<file path="src/rtl/stage_sequencer_pkg.sv">
// stage_sequencer_pkg: stage encodings shared by the sequencer and its bench
package stage_sequencer_pkg;
  localparam int STAGE_W = 4;
  typedef enum logic [STAGE_W-1:0] {
    STAGE_INIT     = 4'd0,
    STAGE_IF       = 4'd1,
    STAGE_IF_WAIT  = 4'd2,
    STAGE_ID       = 4'd3,
    STAGE_EX       = 4'd4,
    STAGE_MEM      = 4'd5,
    STAGE_MEM_WAIT = 4'd6,
    STAGE_WB       = 4'd7,
    STAGE_HALT     = 4'd8
  } stage_e;
endpackage

</file>
<file path="src/rtl/stage_wait_timer.sv">
// stage_wait_timer: saturating wait counter with clear and per-use done limit
module stage_wait_timer #(
  parameter int WAIT_W = 4
) (
  input  logic              clk,
  input  logic              reset,
  input  logic              clr,
  input  logic [WAIT_W-1:0] limit,
  output logic              done
);
  logic [WAIT_W-1:0] cnt_q, cnt_d;
  always_comb cnt_d = clr ? '0 : (&cnt_q ? cnt_q : cnt_q + 1'b1);
  always_ff @(posedge clk) cnt_q <= reset ? '0 : cnt_d;
  assign done = cnt_q >= limit;
endmodule

</file>
<file path="src/rtl/stage_sequencer.sv">
// stage_sequencer: multicycle stage controller with memory waits, halt/step and retire counter
module stage_sequencer
  import stage_sequencer_pkg::*;
#(
  parameter int IF_WAIT_CYC  = 1,
  parameter int MEM_WAIT_CYC = 1,
  parameter int WAIT_W       = 4,
  parameter int CNT_W        = 32
) (
  input  logic               clk,
  input  logic               reset,
  input  logic               imem_ready,
  input  logic               dmem_ready,
  input  logic               halt_req,
  input  logic               step_mode,
  input  logic               step_pulse,
  output logic               pc_wren,
  output logic               if_id_wren,
  output logic               id_ex_wren,
  output logic               ex_mem_wren,
  output logic               mem_wb_wren,
  output logic               ram_wren,
  output logic               reg_wren,
  output logic               stage_clear,
  output logic [STAGE_W-1:0] stage,
  output logic               halted,
  output logic               retire,
  output logic [CNT_W-1:0]   retired_count
);
  localparam logic [WAIT_W-1:0] IF_LIM  = WAIT_W'(IF_WAIT_CYC - 1);
  localparam logic [WAIT_W-1:0] MEM_LIM = WAIT_W'(MEM_WAIT_CYC - 1);
  stage_e stage_q, stage_d;
  logic [CNT_W-1:0] retired_count_q, retired_count_d;
  logic wait_done, if_done, mem_done;
  stage_wait_timer #(.WAIT_W(WAIT_W)) u_timer (
    .clk   (clk),
    .reset (reset),
    .clr   (stage_q == STAGE_IF || stage_q == STAGE_MEM),
    .limit (stage_q == STAGE_MEM_WAIT ? MEM_LIM : IF_LIM),
    .done  (wait_done)
  );
  assign if_done  = stage_q == STAGE_IF_WAIT && wait_done && imem_ready;
  assign mem_done = stage_q == STAGE_MEM_WAIT && wait_done && dmem_ready;
  always_comb begin
    stage_d = stage_q;
    case (stage_q)
      STAGE_INIT:     stage_d = STAGE_IF;
      STAGE_IF:       stage_d = STAGE_IF_WAIT;
      STAGE_IF_WAIT:  stage_d = if_done ? STAGE_ID : STAGE_IF_WAIT;
      STAGE_ID:       stage_d = STAGE_EX;
      STAGE_EX:       stage_d = STAGE_MEM;
      STAGE_MEM:      stage_d = STAGE_MEM_WAIT;
      STAGE_MEM_WAIT: stage_d = mem_done ? STAGE_WB : STAGE_MEM_WAIT;
      STAGE_WB:       stage_d = (halt_req || step_mode) ? STAGE_HALT : STAGE_IF;
      STAGE_HALT:     stage_d = (!halt_req && (!step_mode || step_pulse)) ? STAGE_IF : STAGE_HALT;
      default:        stage_d = STAGE_INIT;
    endcase
    retired_count_d = retire ? retired_count_q + 1'b1 : retired_count_q;
  end
  always_ff @(posedge clk) begin
    stage_q         <= reset ? STAGE_INIT : stage_d;
    retired_count_q <= reset ? '0 : retired_count_d;
  end
  assign stage         = stage_q;
  assign if_id_wren    = if_done;
  assign id_ex_wren    = stage_q == STAGE_ID;
  assign ex_mem_wren   = stage_q == STAGE_EX;
  assign pc_wren       = stage_q == STAGE_MEM;
  assign ram_wren      = stage_q == STAGE_MEM;
  assign mem_wb_wren   = mem_done;
  assign reg_wren      = stage_q == STAGE_WB;
  assign retire        = stage_q == STAGE_WB;
  assign stage_clear   = stage_q == STAGE_WB || stage_q == STAGE_INIT;
  assign halted        = stage_q == STAGE_HALT;
  assign retired_count = retired_count_q;
endmodule

</file>
<file path="config.mk">
export PLATFORM = sky130hd
export DESIGN_NAME = stage_sequencer
export DESIGN_NICKNAME = d
export VERILOG_FILES = /design/src/rtl/stage_sequencer_pkg.sv /design/src/rtl/stage_wait_timer.sv /design/src/rtl/stage_sequencer.sv
export SDC_FILE = /design/constraint.sdc
export NUM_CORES = 1
export LEC_CHECK = 0
export CORE_MARGIN = 2
export CORE_UTILIZATION = 40
export DETAILED_ROUTE_END_ITERATION = 8
export DONT_BUFFER_PORTS = 1
export GPL_TIMING_DRIVEN = 1
export PLACE_DENSITY = 0.5
export SYNTH_ARGS = -nofsm -noshare
export SYNTH_HDL_FRONTEND = slang
export SYNTH_SLANG_ARGS = --single-unit
</file>
<file path="constraint.sdc">
create_clock -name clk -period 3.7 [get_ports clk]
set_input_delay 0.555 -clock clk [delete_from_list [all_inputs] [get_ports clk]]
set_output_delay 0.555 -clock clk [all_outputs]
set_load 0.01 [all_outputs]
</file>
==> results.yml <==
outcome:
  status: "finished, final reports clean"
worst_setup_path:
  r2r_start: "stage[0]$_SDFF_PP0_"
  rrSetupSlack_ns: 1.36
  crit_arrival_ns: 2.55
  r2r_cells: 4
  reg2reg_to: "retired_count[20]$_SDFFE_PP0P_"
  max_stage_delay_ns: 0.69
  cp_cell_sequence: "nand4b_4 -> or4_4 -> or4_1 -> a21oi_1"
  cp.required_ns: 3.92
  critPathLaunchType: "register"
  end_kind: "register"
  cp_max_fo: 15
  crit_slowest_cell: "or4_4"
  critPathBufInv: 0
  crit_type: "register to register"
  critPathTopFamily: "simple AND/OR/NAND/NOR gates"
floorplan:
  ios: 53
  fp.dieW_um: 72.55
  die-area_sq_um: 5263
  die_height_um: 72.55
  num_rows: 24
  coreArea_sq_um: 4444
  initial_core_util: 0.4229
detailed_routing:
  remaining_drc_errors: 0
  drtPass1Iterations: 4
  vias: 1722
  ant_nets: 0
  postRouteWirelength_um: 4607
  routed_via_density: 6.239
  wl_per_cell_um: 16.69
  drt-initial-drc-count: 84
cts:
  cts_setup_buffers: 0
  hold_buffers: 0
  cts_tree: "done"
  cts.sinks: 36
  cts_buffer_depth: 2
  clk_pin_slew_ns: 0.07
  cts_buffers: 5
  clk_latency_ns: 0.29
  ctsHtreeMaxLevel: 2
  cts_resized: 0
  cts_root_buf: "clkbuf_8"
cells_and_area:
  fin_nets: 231
  final_layout_size_suffix_gt1_frac: 0.06696
  diodes: 0
  syn_to_final_growth_pct: 7.789
  final_common_cell: "dfxtp_1"
  final_cell_mix: "dfxtp_1, a21oi_1, nand2_1, nor2_1, or4_1"
  design_area_sq_um: 2026
logic_synthesis:
  synthTopCellsByArea: "dfxtp_1, a21oi_1, or4_1"
  synthCells: 230
  syn-num-nets: 238
  syn_area_sq_um: 1879
  yosysWarnings: 0
  synth-seq-area-share: 0.3835
  synth_edf_count: 0
  synth_top_area_share: 0.3835
  yosys.area.top_type: "dfxtp_1"
  synth.avg_cell_area_sq_um: 8.171
  async_reset_ff_frac: 0
  ys_types: 33
  synth-seq-cells: 36
  ys.flop_type: "dfxtp_1"
power_and_ir_drop:
  p_sw_mw: 0.1813
  p_leak_nw: 0.6493
  p_clk_frac: 0.522
  p_seq_frac: 0.444
  comb_power_share: 0.034
  power_density_nw_per_um2: 455.9
  sw_frac_of_total: 0.1963
  ir_drop_mv: 0.2578
  internal-power_mw: 0.7422
grt:
  grt_max_degree: 41
  grt_pass1_vias: 1580
  antenna_found_initial: 0
  grt.overflow.total: 0
  grt_first_pass_wirelength_um: 7396
  grt_usage: 0.1782
place:
  postPlaceCellArea_sq_um: 1867
  gp_congestion: 0.7265
  hpwl_um: 3162
  port-buffer-count: 0
timing:
  fin_worst_skew_ns: 0.002532
  max_freq_ghz: 0.4282
  hold_viol_final: 0
  rsz0062_at_grt: "false"
  slew_violations: 0
  worst_pin_slew_ns: 0.6699
  min_period_over_period: 0.6312
  final.min_clock_period_ns: 2.335
  relSlewSlack: 0.5524
  holdWs_ns: 0.3297
  fin_setup_tns_ns: 0
  finalSetupViolCount: 0
hold_path:
  holdCritPathClass: "primary input to register"
  whs_endpoint: "retired_count[24]$_SDFFE_PP0P_"
  whs_path_depth: 1
  hold_path_startpoint: "reset"
job:
  drv_cap: 0
## synth_stat cells, types with 2 or more instances
master    instances
a21oi_1          25
inv_1             7
buf_4             5
dfxtp_1          36
nor2_1           13
o31ai_1          10
buf_2             2
nor2b_1           4
clkbuf_1          7
xnor2_1           4
a211oi_1          2
or3_1             8
o21ai_0          10
nand2_1          20
nor4_1            6
and2_1            4
nand2b_1          2
or4_1            12
nand3_1          10
and3_1            3
and4_1            4
nand4_1          11
mux2_2            4
nor3_1            8
xor2_1            5
## per-layer routing
metal	track usage	vias to the layer above	routed length [um]
met2	0.2848	73	2076
met1	0.2226	805	2119
met5	0	-	0
met4	0.07407	0	82
met3	0.05417	9	327
li1	-	835	-
## sequential cells by signal, summed over array words and instances, names as in the netlist
signal and flops:
retired_count 32, stage 4
## logic make-up after synthesis
group           synth area share
flops                     0.3835
compound gates            0.1458
mux                      0.02397
simple gates              0.3389
xor+xnor                 0.04194
buf+inv                  0.05926
fa+ha+maj               0.006657
## worst max-delay path by stage
stage,start,to,depth (start not counted)
3_5_place_dp,stage[0]$_SDFF_PP0_,retired_count[20]$_SDFFE_PP0P_,4
2_1_floorplan,retired_count[15]$_SDFFE_PP0P_,retired_count[31]$_SDFFE_PP0P_,5
6_report,stage[0]$_SDFF_PP0_,retired_count[20]$_SDFFE_PP0P_,4
3_3_place_gp,stage[0]$_SDFF_PP0_,retired_count[19]$_SDFFE_PP0P_,5
4_1_cts,stage[0]$_SDFF_PP0_,retired_count[20]$_SDFFE_PP0P_,4
5_1_grt,stage[0]$_SDFF_PP0_,retired_count[21]$_SDFFE_PP0P_,5
## worst reg2reg max path, delay by kind of cell, from the launching register on
| kind | cells | cell delay [ns] |
|---|---|---|
| AND/OR/NAND/NOR | 3 | 1.47 |
| flip-flops | 1 | 0.64 |
| AO/OA/AOI/OAI | 1 | 0.17 |
## metrics by stage
step | utilization | total power [mW] | worst slack [ns] | instances
3_5_place_dp | 0.4200 | 0.4502 | 1.377 | 268
3_3_place_gp | 0.4200 | 0.4477 | 1.468 | 268
5_1_grt | 0.4558 | 0.9548 | 1.160 | 276
4_1_cts | 0.4558 | 0.9354 | 1.361 | 276
2_1_floorplan | - | 0.4542 | 1.732 | 230
6_report | 0.4558 | 0.9234 | 1.365 | 276
## power groups by stage
stage,registers [mW],clock network (mW),logic (mW)
after floorplan,0.406,0,0.0487
after detailed placement,0.419,0,0.0313
after global routing,0.411,0.508,0.0354
after global placement,0.417,0,0.0303
final,0.410,0.482,0.0312
after CTS,0.410,0.494,0.0314
## cell type report
| class | count | area [sq um] |
|---|---|---|
| multi-input cells | 172 | 1047 |
| fillers | 443 | 2419 |
| inverters | 7 | 26.28 |
| clock inverters | 3 | 90.09 |
| flip-flops and latches | 36 | 720.7 |
| clock buffers | 5 | 68.82 |
| well taps | 52 | 65.06 |
| repair buffers | 1 | 7.507 |
Note: power is estimated with default switching activity, not from simulation.
